==> src/rtl/ysyx_24080006_mem_arbiter.sv <==
// Round-robin IFU/LSU arbiter onto one bridge port, one access in flight; a watchdog errors out hung accesses.
// Latency: grant at T, mem_req_valid at T+1, response pulse one cycle after mem_rsp_valid; readies only in IDLE.
module ysyx_24080006_mem_arbiter #(
  parameter int TIMEOUT_CYCLES = 255,
  parameter int CNT_W          = 8
) (
  input  logic        clock,
  input  logic        reset_n,
  input  logic        ifu_req_valid,
  output logic        ifu_req_ready,
  input  logic [31:0] ifu_addr,
  output logic        ifu_rsp_valid,
  output logic [31:0] ifu_rdata,
  output logic        ifu_rsp_err,
  input  logic        lsu_req_valid,
  output logic        lsu_req_ready,
  input  logic [31:0] lsu_addr,
  input  logic        lsu_we,
  input  logic [31:0] lsu_wdata,
  input  logic [3:0]  lsu_wstrb,
  output logic        lsu_rsp_valid,
  output logic [31:0] lsu_rdata,
  output logic        lsu_rsp_err,
  output logic        mem_req_valid,
  input  logic        mem_req_ready,
  output logic [31:0] mem_addr,
  output logic        mem_we,
  output logic [31:0] mem_wdata,
  output logic [3:0]  mem_wstrb,
  input  logic        mem_rsp_valid,
  input  logic [31:0] mem_rdata,
  input  logic        mem_rsp_err
);

  localparam logic [1:0] ST_IDLE  = 2'd0;
  localparam logic [1:0] ST_ISSUE = 2'd1;
  localparam logic [1:0] ST_WAIT  = 2'd2;
  localparam logic [CNT_W-1:0] TO_LAST = CNT_W'(TIMEOUT_CYCLES - 1);

  logic [1:0]       state_q, state_d;
  logic             own_lsu_q, own_lsu_d;
  logic             last_lsu_q, last_lsu_d;
  logic [CNT_W-1:0] timer_q, timer_d;
  logic [31:0]      addr_q, addr_d;
  logic             we_q, we_d;
  logic [31:0]      wdata_q, wdata_d;
  logic [3:0]       wstrb_q, wstrb_d;
  logic             ifu_rsp_valid_q, ifu_rsp_valid_d;
  logic [31:0]      ifu_rdata_q, ifu_rdata_d;
  logic             ifu_rsp_err_q, ifu_rsp_err_d;
  logic             lsu_rsp_valid_q, lsu_rsp_valid_d;
  logic [31:0]      lsu_rdata_q, lsu_rdata_d;
  logic             lsu_rsp_err_q, lsu_rsp_err_d;

  logic idle, grant_lsu, grant_ifu, rsp_done, timeout;

  // On contention the requester not granted last wins.
  assign idle      = (state_q == ST_IDLE);
  assign grant_lsu = idle && lsu_req_valid && (!ifu_req_valid || !last_lsu_q);
  assign grant_ifu = idle && ifu_req_valid && !grant_lsu;
  assign rsp_done  = (state_q == ST_WAIT) && mem_rsp_valid;
  assign timeout   = (state_q != ST_IDLE) && (timer_q == TO_LAST);

  // Readies are gated by reset so every output reads 0 while reset is held.
  assign ifu_req_ready = reset_n && grant_ifu;
  assign lsu_req_ready = reset_n && grant_lsu;

  assign mem_req_valid = (state_q == ST_ISSUE);
  assign mem_addr      = addr_q;
  assign mem_we        = we_q;
  assign mem_wdata     = wdata_q;
  assign mem_wstrb     = wstrb_q;
  assign ifu_rsp_valid = ifu_rsp_valid_q;
  assign ifu_rdata     = ifu_rdata_q;
  assign ifu_rsp_err   = ifu_rsp_err_q;
  assign lsu_rsp_valid = lsu_rsp_valid_q;
  assign lsu_rdata     = lsu_rdata_q;
  assign lsu_rsp_err   = lsu_rsp_err_q;

  always_comb begin
    state_d         = state_q;
    own_lsu_d       = own_lsu_q;
    last_lsu_d      = last_lsu_q;
    timer_d         = timer_q;
    addr_d          = addr_q;
    we_d            = we_q;
    wdata_d         = wdata_q;
    wstrb_d         = wstrb_q;
    ifu_rsp_valid_d = 1'b0;
    ifu_rdata_d     = ifu_rdata_q;
    ifu_rsp_err_d   = ifu_rsp_err_q;
    lsu_rsp_valid_d = 1'b0;
    lsu_rdata_d     = lsu_rdata_q;
    lsu_rsp_err_d   = lsu_rsp_err_q;
    case (state_q)
      ST_IDLE: begin
        if (grant_lsu || grant_ifu) begin
          own_lsu_d  = grant_lsu;
          last_lsu_d = grant_lsu;
          addr_d     = grant_lsu ? lsu_addr : ifu_addr;
          we_d       = grant_lsu && lsu_we;
          wdata_d    = grant_lsu ? lsu_wdata : 32'h0;
          wstrb_d    = (grant_lsu && lsu_we) ? lsu_wstrb : 4'h0;
          timer_d    = '0;
          state_d    = ST_ISSUE;
        end
      end
      ST_ISSUE, ST_WAIT: begin
        timer_d = timer_q + CNT_W'(1);
        // A real response in the same cycle as the watchdog expiry takes precedence.
        if (rsp_done || timeout) begin
          state_d = ST_IDLE;
          if (own_lsu_q) begin
            lsu_rsp_valid_d = 1'b1;
            lsu_rdata_d     = rsp_done ? mem_rdata : 32'h0;
            lsu_rsp_err_d   = rsp_done ? mem_rsp_err : 1'b1;
          end else begin
            ifu_rsp_valid_d = 1'b1;
            ifu_rdata_d     = rsp_done ? mem_rdata : 32'h0;
            ifu_rsp_err_d   = rsp_done ? mem_rsp_err : 1'b1;
          end
        end else if ((state_q == ST_ISSUE) && mem_req_ready) begin
          state_d = ST_WAIT;
        end
      end
      default: state_d = ST_IDLE;
    endcase
  end

  always_ff @(posedge clock or negedge reset_n) begin
    if (!reset_n) begin
      state_q         <= ST_IDLE;
      own_lsu_q       <= 1'b0;
      last_lsu_q      <= 1'b0;
      timer_q         <= '0;
      addr_q          <= 32'h0;
      we_q            <= 1'b0;
      wdata_q         <= 32'h0;
      wstrb_q         <= 4'h0;
      ifu_rsp_valid_q <= 1'b0;
      ifu_rdata_q     <= 32'h0;
      ifu_rsp_err_q   <= 1'b0;
      lsu_rsp_valid_q <= 1'b0;
      lsu_rdata_q     <= 32'h0;
      lsu_rsp_err_q   <= 1'b0;
    end else begin
      state_q         <= state_d;
      own_lsu_q       <= own_lsu_d;
      last_lsu_q      <= last_lsu_d;
      timer_q         <= timer_d;
      addr_q          <= addr_d;
      we_q            <= we_d;
      wdata_q         <= wdata_d;
      wstrb_q         <= wstrb_d;
      ifu_rsp_valid_q <= ifu_rsp_valid_d;
      ifu_rdata_q     <= ifu_rdata_d;
      ifu_rsp_err_q   <= ifu_rsp_err_d;
      lsu_rsp_valid_q <= lsu_rsp_valid_d;
      lsu_rdata_q     <= lsu_rdata_d;
      lsu_rsp_err_q   <= lsu_rsp_err_d;
    end
  end

endmodule
==> config.mk <==
export PLATFORM = sky130hd
export DESIGN_NAME = ysyx_24080006_mem_arbiter
export DESIGN_NICKNAME = d
export VERILOG_FILES = /design/src/rtl/ysyx_24080006_mem_arbiter.sv
export SDC_FILE = /design/constraint.sdc
export NUM_CORES = 1
export LEC_CHECK = 0
export CAP_MARGIN = 20
export CORE_ASPECT_RATIO = 0.7
export CORE_UTILIZATION = 42
export CTS_BUF_LIST = sky130_fd_sc_hd__clkbuf_2
export DETAILED_ROUTE_END_ITERATION = 7
export PLACE_DENSITY_LB_ADDON = 0.15
export SLEW_MARGIN = 40
export SYNTH_ARGS = -nofsm -noshare
export SYNTH_HDL_FRONTEND = slang
export SYNTH_SLANG_ARGS = --single-unit
==> constraint.sdc <==
create_clock -name clock -period 2.1 [get_ports clock]
set_input_delay 0.42 -clock clock [delete_from_list [all_inputs] [get_ports clock]]
set_output_delay 0.42 -clock clock [all_outputs]
set_load 0.05 [all_outputs]
==> key figures, run 1 <==
Status
  – Result of the run: complete, but fails checks
  – Failing checks: negative setup slack

Power
  – Pwr/cell area: roughly 1700 nW/um^2
  – Combinational power share: 0.585
  – Pleak: between 4 and 5 nW
  – Clock power share: 0.101
  – Peak VDD IR: 1.22 mV
  – Net Sw Power: 8.18 mW
  – Internal power: between 7 and 8 mW
  – Seq pwr share: 0.314
  – Sw frac: 0.533

Synth
  – Yosys cell types: 35
  – Synthesized area: 5820 um^2
  – Synth Area in XOR/XNOR: 0.00752
  – Instance count of the mapped netlist: 446
  – Post-Synth Simple-Gate Area: 0.0516
  – Async SR Flop Fraction: 1.00
  – Ys flop type: dfrtp_1
  – Synthesis Warnings: 0
  – Adder-cell share of the synthesized area: 0.0150
  – Compound-cell area share of the yosys netlist: 0.198
  – Number of flops mapped to enable cells by yosys: 0
  – Post-synthesis sequential element count: between 100 and 150
  – Syn Nets: ~600
  – Mux cell area share after synthesis: 0.0569
  – Avg Inst Size Synth: between 10 and 15 um^2
  – Register area share after synthesis: 0.636
  – Largest family of logic cells by synthesized area: compound AO/OA/AOI/OAI gates

Worst setup path
  – Critical Path Source Type: register
  – Cells on worst reg2reg path: 8
  – RR Endpoint: state_q[0]
  – CP endpoint kind: primary output
  – Worst EP required: 1.68 ns
  – FF-to-FF setup slack: around 0.030 ns
  – Startpoint of the worst register-to-register path: state_q[0]
  – Critical Path Fanout Max: 4
  – Crit path kind: reg2out
  – Worst EP arrival: roughly 1.9 ns

Final layout
  – Syn-to-layout area delta: 51.9%
  – Area of the multi-input gates: about 2000 um^2
  – Fin area: roughly 8800 um^2
  – Layout fillers: ~1100
  – Share of layout cells above drive strength 1: 0.255
  – Most frequent cells in the layout: 148 x dfrtp_1, 138 x clkdlybuf4s50_1, 111 x clkbuf_2
  – Final Core Density: 0.662
  – Seq. cell area: ~3700 um^2
  – Final nets: between 800 and 900
  – Ant diodes: 0
  – Commonest non-fill, non-tap cell in the layout: dfrtp_1
  – Non-Filler Instances: around 940

Die
  – Ports: 280
  – Core area: ~13000 um^2
  – Cell row count: 35
  – Die Y: 101 um
  – Die W: 143 um
  – Starting Density: 0.436
  – Die area: 14300 um^2

Worst hold path
  – HP Start: lsu_wdata[28]
  – Endpoint, Worst Hold: mem_wdata[28]
  – WHS Path Cells: 2
  – HP Class: in2reg

Route
  – Drt total wl: 16.9 mm
  – Wire length per cell: 18.1 um
  – DR DRC count: 0
  – Via/cell ratio: about 5.1
  – Post-DRT Antenna Nets: 0
  – First drt pass iteration count: 4
  – 1st-iter DRT viols: around 180
  – Via Count: approximately 4800

STA
  – Rel. slew slack: 0.615
  – RSZ-0062 raised after global routing: yes
  – Max-slew violation count: 0
  – Final hold vios: 0
  – Final worst path period share: 1.10
  – Fin Clk Skew: around 0.063 ns
  – Final WS setup: -0.210 ns
  – Worst Max-Slew Pin Slew: about 0.58 ns
  – Final setup fails: 2
  – Min cycle time layout: 2.31 ns
  – Max Freq: 433 MHz
  – Hold WS: between 0.3 and 0.4 ns

Clock tree
  – Worst-skew pair later-pin latency: 0.69 ns
  – Inserted Clock Buffers: 17
  – H-tree levels: 4
  – CTS root buf: clkbuf_2
  – Clock Tree Buf Depth: 2
  – CTS tree: built
  – Clock slew at reported path FFs: approximately 0.27 ns
  – CTS Sinks: between 100 and 150

Global routing
  – First-pass GRT wire length: 26.6 mm
  – Total GRT Usage: 0.244
  – Gr busiest metal: met2
  – GRT overflow: 0
  – Global Route met3 Usage: 0.0770
  – Met1 global-route usage: 0.296
  – Pin count of the biggest net entering global routing: about 110
  – Vias in the first global route: about 5000
  – Met2 usage in global routing: 0.417
  – Initial antenna violation count: 0

Placement
  – Post-place setup slack: 0.0818 ns
  – Final GP Congestion: roughly 0.77
  – Placed Area: approximately 8900 um^2
  – DP Wirelength: approximately 12 mm
  – Placed Instances: slightly below 900
  – IO Port Bufs: 279

Job
  – Max_cap viols: 0
synthesized netlist by cell type (3+ instances only):
cell type | number | area share
nor2_1 | 9 | 0.0058
nand2_1 | 40 | 0.026
a32o_1 | 4 | 0.0069
ha_1 | 7 | 0.015
inv_1 | 6 | 0.0039
nand3_1 | 3 | 0.0026
dfrtp_1 | 148 | 0.64
buf_2 | 14 | 0.012
buf_4 | 3 | 0.0039
a22o_1 | 97 | 0.15
xor2_1 | 3 | 0.0045
mux2i_1 | 32 | 0.055
o21ai_0 | 38 | 0.033
clkbuf_1 | 12 | 0.0077
buf_6 | 4 | 0.0077
kinds of logic after synthesis:
group                    count (synthesis)
AO/OA/AOI/OAI                          148
adder cells (fa/ha/maj)                  7
multiplexers                            33
buffers and inverters                   39
flip-flops                             148
AND/OR/NAND/NOR                         66
XOR/XNOR                                 5
area by class of cell:
| class | count | share of cell area |
|---|---|---|
| sequential | 148 | 0.419 |
| timing repair buffer | 305 | 0.301 |
| multi-input combinational | 259 | 0.226 |
| tap | 185 | 0.0262 |
| clock inverter | 14 | 0.0153 |
| clock buffer | 18 | 0.0102 |
| inverter | 6 | 0.00255 |
repair_timing:
action | 4_1_cts | 5_1_grt
endpoints found under the setup margin | 140 | 114
resized for setup | 258 | 144
hold buffers | 1 | 0
buffers inserted | 9 | 4
endpoints found under the hold margin | 148 | 0
pin swaps | 3 | 4
worst max path at each step:
stage | start | to | slack (ns)
final | state_q[0] | lsu_req_ready | -0.21
after CTS | state_q[1] | lsu_req_ready | -0.28
after global routing | state_q[0] | lsu_req_ready | -0.34
after floorplan | state_q[0] | lsu_req_ready | 0.09
after detailed placement | ifu_req_valid | mem_addr[25] | 0.08
after global placement | ifu_req_valid | lsu_req_ready | 0.10
through the flow:
step,total power [mW],TNS (ns)
after global routing,16.1,-0.665
after floorplan,11.0,0
after detailed placement,14.5,0
after global placement,14.4,0
after CTS,15.7,-0.449
final,15.3,-0.340
flip-flops by register name (all words and copies together), names as in the netlist:
signal	cells
ifu_rsp_err	1
lsu_rsp_err	1
last_lsu_q	1
mem_addr	32
state_q	2
mem_we	1
mem_wstrb	4
timer_q	8
ifu_rsp_valid	1
ifu_rdata	32
lsu_rdata	32
lsu_rsp_valid	1
mem_wdata	32
layer usage:
layer,wire [um],up-vias
met1,6860,2386
met4,232,0
met5,0,-
li1,-,2227
met2,8580,158
met3,1220,18
critical path: stages (launching register included):
cell and delay, ns:
dfrtp_1 0.46, inv_2 0.09, ha_4 0.14, nand2_4 0.05, a21oi_4 0.17, and2_4 0.19, buf_12 0.13
power groups by stage:
stage	sequential [mW]	combinational, mW	clock [mW]
3_3_place_gp	4.81	9.57	0
5_1_grt	4.98	9.43	1.74
2_1_floorplan	8.88	2.15	0
4_1_cts	4.80	9.28	1.60
3_5_place_dp	4.85	9.69	0
6_report	4.82	8.97	1.55
Power figures use the tool's default switching activity.
==> inputs of run 2 (changes only) <==
Settings changed: MAX_ROUTING_LAYER set to met4.
==> run 2 against run 1 <==
The run still ends with negative setup slack left. Highest routed layer unchanged. Clock skew barely moved. Setup slack improved by 0.0047 ns. Sequential power barely moved. Combinational power barely moved. Register-to-register slack barely moved. Die area did not move. Fmax rose by 0.20%. Final cell count did not move.
==> key figures, run 2 (same netlist as run 1, synthesis figures left out) <==
Status
  – Result of the run: complete, but fails checks (unchanged)
  – Failing checks: negative setup slack (unchanged)

Route
  – First drt pass iteration count: 4 (unchanged)
  – DR DRC count: 0 (unchanged)
  – Drt total wl: 16.9 mm (about the same)
  – Wire length per cell: 18.1 um (about the same)
  – 1st-iter DRT viols: 191 (was 184)
  – Post-DRT Antenna Nets: 0 (unchanged)
  – Via/cell ratio: 5.16 (was 5.12)
  – Via Count: 4820 (was 4789)

Placement
  – DP Wirelength: 11.9 mm (unchanged)
  – IO Port Bufs: 279 (unchanged)
  – Final GP Congestion: 0.780 (was 0.770)
  – Placed Instances: 892 (unchanged)
  – Post-place setup slack: 0.0818 ns (unchanged)

STA
  – Rel. slew slack: 0.623 (was 0.615)
  – Max Freq: 434 MHz (was 433 MHz)
  – RSZ-0062 raised after global routing: yes (unchanged)
  – Final worst path period share: 1.10 (about the same)
  – Min cycle time layout: 2.31 ns (about the same)
  – Final WS setup: -0.206 ns (was -0.210 ns)
  – Final setup fails: 2 (unchanged)
  – Hold WS: 0.314 ns (was 0.315 ns)
  – Max-slew violation count: 0 (unchanged)
  – Final hold vios: 0 (unchanged)
  – Worst Max-Slew Pin Slew: 0.566 ns (was 0.577 ns)
  – Setup TNS: -0.329 ns (was -0.340 ns)
  – Fin Clk Skew: 0.0625 ns (was 0.0628 ns)

Final layout
  – Non-Filler Instances: 935 (unchanged)
  – Commonest non-fill, non-tap cell in the layout: dfrtp_1 (unchanged)
  – Share of layout cells above drive strength 1: 0.255 (unchanged)
  – Area of the multi-input gates: 2000 um^2 (unchanged)
  – Most frequent cells in the layout: 148 x dfrtp_1, 138 x clkdlybuf4s50_1, 111 x clkbuf_2 (unchanged)
  – Final nets: 884 (unchanged)
  – Syn-to-layout area delta: 51.9% (unchanged)
  – Seq. cell area: 3700 um^2 (unchanged)
  – Ant diodes: 0 (unchanged)
  – Layout fillers: 1090 (unchanged)

Worst setup path
  – FF-to-FF setup slack: 0.02 ns (was 0.03 ns)
  – Worst EP arrival: 1.89 ns (about the same)
  – RR Endpoint: state_q[0] (unchanged)
  – Critical Path Source Type: register (unchanged)
  – CP endpoint kind: primary output (unchanged)
  – Cells on worst reg2reg path: 8 (unchanged)
  – Crit path kind: reg2out (unchanged)
  – Worst EP required: 1.68 ns (about the same)
  – Startpoint of the worst register-to-register path: state_q[0] (unchanged)
  – Critical Path Fanout Max: 4 (unchanged)

Job
  – Max_cap viols: 0 (unchanged)

Die
  – Die W: 143 um (unchanged)
  – Die Y: 101 um (unchanged)
  – Cell row count: 35 (unchanged)
  – Ports: 280 (unchanged)
  – Die area: 14300 um^2 (unchanged)
  – Core area: 13400 um^2 (unchanged)
  – Starting Density: 0.436 (unchanged)

Clock tree
  – Worst-skew pair later-pin latency: 0.70 ns (was 0.69 ns)
  – Clock slew at reported path FFs: 0.27 ns (about the same)
  – CTS Sinks: 148 (unchanged)
  – Clock Tree Buf Depth: 2 (unchanged)
  – CTS tree: built (unchanged)
  – Inserted Clock Buffers: 17 (unchanged)
  – CTS root buf: clkbuf_2 (unchanged)
  – H-tree levels: 4 (unchanged)

Global routing
  – First-pass GRT wire length: 26.5 mm (was 26.6 mm)
  – Pin count of the biggest net entering global routing: 109 (unchanged)
  – GRT overflow: 0 (unchanged)
  – Vias in the first global route: 5092 (was 5086)
  – Initial antenna violation count: 0 (unchanged)
  – Total GRT Usage: 0.252 (was 0.244)

Power
  – Peak VDD IR: 1.22 mV (about the same)
  – Pleak: 4.15 nW (unchanged)
  – Pwr/cell area: 1730 nW/um^2 (about the same)

Worst hold path
  – HP Class: in2reg (unchanged)
  – Endpoint, Worst Hold: mem_wdata[28] (unchanged)
  – HP Start: lsu_wdata[28] (unchanged)
  – WHS Path Cells: 2 (unchanged)
-- run 2: timing repair --
item	4_1_cts	5_1_grt
endpoints found under the setup margin	140	114
hold endpoints to repair	148	0
pin swaps	3	4
hold buffers	1	0
gates resized for setup	258	144
cloned	0	0
setup buffers	9	4
-- run 2: layout make-up --
class / count / share of cell area
Clock inverter: 14 / 0.0153
Sequential cell: 148 / 0.419
Clock buffer: 18 / 0.0102
Tap cell: 185 / 0.0262
Timing Repair Buffer: 305 / 0.301
Multi-Input combinational cell: 259 / 0.226
Inverter: 6 / 0.00255
-- run 2: worst max path at each step --
stage | from | end | cells past startpoint
2_1_floorplan | state_q[0] | lsu_req_ready | 7
3_3_place_gp | ifu_req_valid | lsu_req_ready | 4
3_5_place_dp | ifu_req_valid | mem_addr[25] | 5
4_1_cts | state_q[1] | lsu_req_ready | 6
5_1_grt | state_q[0] | lsu_req_ready | 6
6_report | state_q[0] | lsu_req_ready | 6
-- run 2: layer usage --
layer  global-route usage  up-vias  share of wire
met5                    -        -              0
met4               0.0786        0          0.012
met3               0.0646       19          0.064
met2                0.416      177           0.51
met1                0.305     2396           0.41
li1                     -     2228              -
-- run 2: worst max-delay path, cell delays in order, from the launching register on --
cell,delay [ns]
dfrtp_1,0.46
inv_2,0.09
ha_4,0.14
nand2_4,0.05
a21oi_4,0.17
and2_4,0.19
buf_12,0.13
-- run 2: through the flow --
stage | utilization | total power [mW] | area [um^2]
2_1_floorplan | - | 11.0 | 5830
3_3_place_gp | 0.668 | 14.4 | 8920
3_5_place_dp | 0.668 | 14.5 | 8920
4_1_cts | 0.691 | 15.7 | 9230
5_1_grt | 0.662 | 16.1 | 8850
6_report | 0.662 | 15.3 | 8850
-- run 2: power breakdown --
| part | switching (mW) | internal, mW | leakage [nW] |
|---|---|---|---|
| Clock | 1.17 | 0.378 | 0.136 |
| Sequential | 0.753 | 4.07 | 1.89 |
| Combinational | 6.26 | 2.71 | 2.12 |
==> inputs of run 3 (changes only) <==
Settings changed: CORE_MARGIN set to 2, SLEW_MARGIN 40 to 20, TNS_END_PERCENT set to 1.
==> run 3 against run 2 <==
The run still ends with negative setup slack left. Power increased by 0.12%. Setup slack got worse by 0.0072 ns. Global-route usage decreased by 0.18 points.
==> key figures, run 3 (same netlist as run 1, synthesis figures left out) <==
Status
  – Result of the run: complete, but fails checks (unchanged)
  – Failing checks: negative setup slack (unchanged)

STA
  – Worst Max-Slew Pin Slew: 0.670 ns (was 0.566 ns)
  – Min cycle time layout: 2.31 ns (about the same)
  – Final setup fails: 2 (unchanged)
  – Final hold vios: 0 (unchanged)
  – Fin Clk Skew: 0.0376 ns (was 0.0625 ns)
  – Max Freq: 432 MHz (was 434 MHz)
  – Hold WS: 0.0984 ns (was 0.314 ns)
  – Final worst path period share: 1.10 (about the same)
  – Max-slew violation count: 0 (unchanged)
  – Final WS setup: -0.213 ns (was -0.206 ns)
  – Rel. slew slack: 0.553 (was 0.623)
  – RSZ-0062 raised after global routing: yes (unchanged)

Placement
  – Placed Instances: 901 (was 892)
  – Final GP Congestion: 0.862 (was 0.780)
  – IO Port Bufs: 279 (unchanged)
  – DP Wirelength: 12.7 mm (was 11.9 mm)
  – Placed Area: 8990 um^2 (was 8920 um^2)

Die
  – Die Y: 103 um (was 101 um)
  – Ports: 280 (unchanged)
  – Core area: 13400 um^2 (unchanged)
  – Starting Density: 0.436 (unchanged)
  – Cell row count: 35 (unchanged)
  – Die W: 145 um (was 143 um)
  – Die area: 14800 um^2 (was 14300 um^2)

Power
  – Net Sw Power: 8.10 mW (was 8.18 mW)
  – Pleak: 4.17 nW (was 4.15 nW)
  – Combinational power share: 0.579 (was 0.585)
  – Peak VDD IR: 1.06 mV (was 1.22 mV)
  – Seq pwr share: 0.315 (about the same)
  – Internal power: 7.26 mW (was 7.16 mW)
  – Sw frac: 0.527 (was 0.533)
  – Clock power share: 0.106 (was 0.101)
  – Pwr/cell area: 1750 nW/um^2 (was 1730 nW/um^2)

Worst setup path
  – Critical Path Fanout Max: 5 (was 4)
  – Worst EP required: 1.68 ns (about the same)
  – Critical Path Source Type: register (unchanged)
  – Startpoint of the worst register-to-register path: state_q[0] (unchanged)
  – Cells on worst reg2reg path: 10 (was 8)
  – CP endpoint kind: primary output (unchanged)
  – RR Endpoint: mem_addr[23] (was state_q[0])
  – Worst EP arrival: 1.89 ns (about the same)
  – Crit path kind: reg2out (unchanged)
  – FF-to-FF setup slack: 0.19 ns (was 0.02 ns)

Clock tree
  – Worst-skew pair later-pin latency: 0.68 ns (was 0.70 ns)
  – CTS root buf: clkbuf_2 (unchanged)
  – CTS tree: built (unchanged)
  – CTS Sinks: 148 (unchanged)
  – H-tree levels: 4 (unchanged)
  – Clock slew at reported path FFs: 0.21 ns (was 0.27 ns)
  – Clock Tree Buf Depth: 2 (unchanged)
  – Inserted Clock Buffers: 17 (unchanged)

Route
  – First drt pass iteration count: 4 (unchanged)
  – Drt total wl: 17.5 mm (was 16.9 mm)
  – Via/cell ratio: 5.16 (about the same)
  – Via Count: 4853 (was 4820)
  – Post-DRT Antenna Nets: 0 (unchanged)
  – DR DRC count: 0 (unchanged)
  – Wire length per cell: 18.5 um (was 18.1 um)
  – 1st-iter DRT viols: 217 (was 191)

Final layout
  – Ant diodes: 0 (unchanged)
  – Share of layout cells above drive strength 1: 0.269 (was 0.255)
  – Syn-to-layout area delta: 50.8% (was 51.9%)
  – Final Core Density: 0.657 (was 0.662)
  – Commonest non-fill, non-tap cell in the layout: dfrtp_1 (unchanged)
  – Non-Filler Instances: 941 (was 935)
  – Fin area: 8780 um^2 (was 8850 um^2)
  – Most frequent cells in the layout: 148 x dfrtp_1, 138 x clkdlybuf4s50_1, 132 x clkbuf_2 (was 148 x dfrtp_1, 138 x clkdlybuf4s50_1, 111 x clkbuf_2)
  – Final nets: 891 (was 884)

Global routing
  – First-pass GRT wire length: 27.2 mm (was 26.5 mm)
  – GRT overflow: 0 (unchanged)
  – Total GRT Usage: 0.250 (was 0.252)
  – Vias in the first global route: 5085 (was 5092)
  – Pin count of the biggest net entering global routing: 92 (was 109)
  – Initial antenna violation count: 0 (unchanged)

Job
  – Max_cap viols: 0 (unchanged)

Worst hold path
  – HP Class: in2async (was in2reg)
[run 3: timing repair]
item | in CTS | in global routing
setup buffers | 6 | 1
gates resized for setup | 204 | 206
endpoints found under the setup margin | 140 | 130
endpoints found under the hold margin | 148 | 0
pin swaps | 1 | 1
hold buffers | 2 | 0
[run 3: routing by layer]
layer / vias to the layer above / wire length (um) / GRT usage
met2: 183 / 8790 / 0.401
met4: 0 / 242 / 0.0754
met1: 2412 / 7080 / 0.312
met3: 21 / 1340 / 0.0715
met5: - / 0 / -
li1: 2237 / - / -
[run 3: cell type report]
cell class | instances | area, um^2
clock buffer | 17 | 85.1
timing repair buffer | 312 | 2610
sequential | 148 | 3700
clock inverter | 14 | 154
inverter | 6 | 22.5
tap | 185 | 231
multi-input combinational | 259 | 1980
fill | 1085 | 4580
[run 3: worst max-delay path: stages, from the launching register on]
cell and delay [ns]:
dfrtp_1 0.44, inv_2 0.09, ha_4 0.16, nand2_2 0.06, a21oi_4 0.15, and2_4 0.20, buf_12 0.14
[run 3: metrics by stage]
step           power [mW]  TNS (ns)  setup slack [ns]
2_1_floorplan        11.0   -0.0355           -0.0355
3_5_place_dp         14.7         0          0.000723
5_1_grt              16.2    -0.757            -0.362
6_report             15.4    -0.420            -0.213
3_3_place_gp         14.5         0            0.0153
4_1_cts              15.7    -0.551            -0.275
[run 3: worst max-delay path by stage]
stage / from / endpoint / slack, ns / depth (start not counted)
global route: state_q[1] / lsu_req_ready / -0.36 / 6
floorplan: state_q[0] / lsu_req_ready / -0.04 / 7
CTS: state_q[0] / lsu_req_ready / -0.27 / 6
global placement: lsu_req_valid / lsu_req_ready / 0.02 / 5
finish: state_q[0] / lsu_req_ready / -0.21 / 6
detailed placement: lsu_req_valid / mem_addr[20] / 0.0007 / 7
[run 3: power by group through the flow]
stage	combinational (mW)	sequential [mW]	clock (mW)
6_report	8.89	4.85	1.62
3_5_place_dp	9.82	4.88	0
2_1_floorplan	2.15	8.88	0
4_1_cts	9.26	4.81	1.66
3_3_place_gp	9.67	4.82	0
5_1_grt	9.37	5.00	1.81
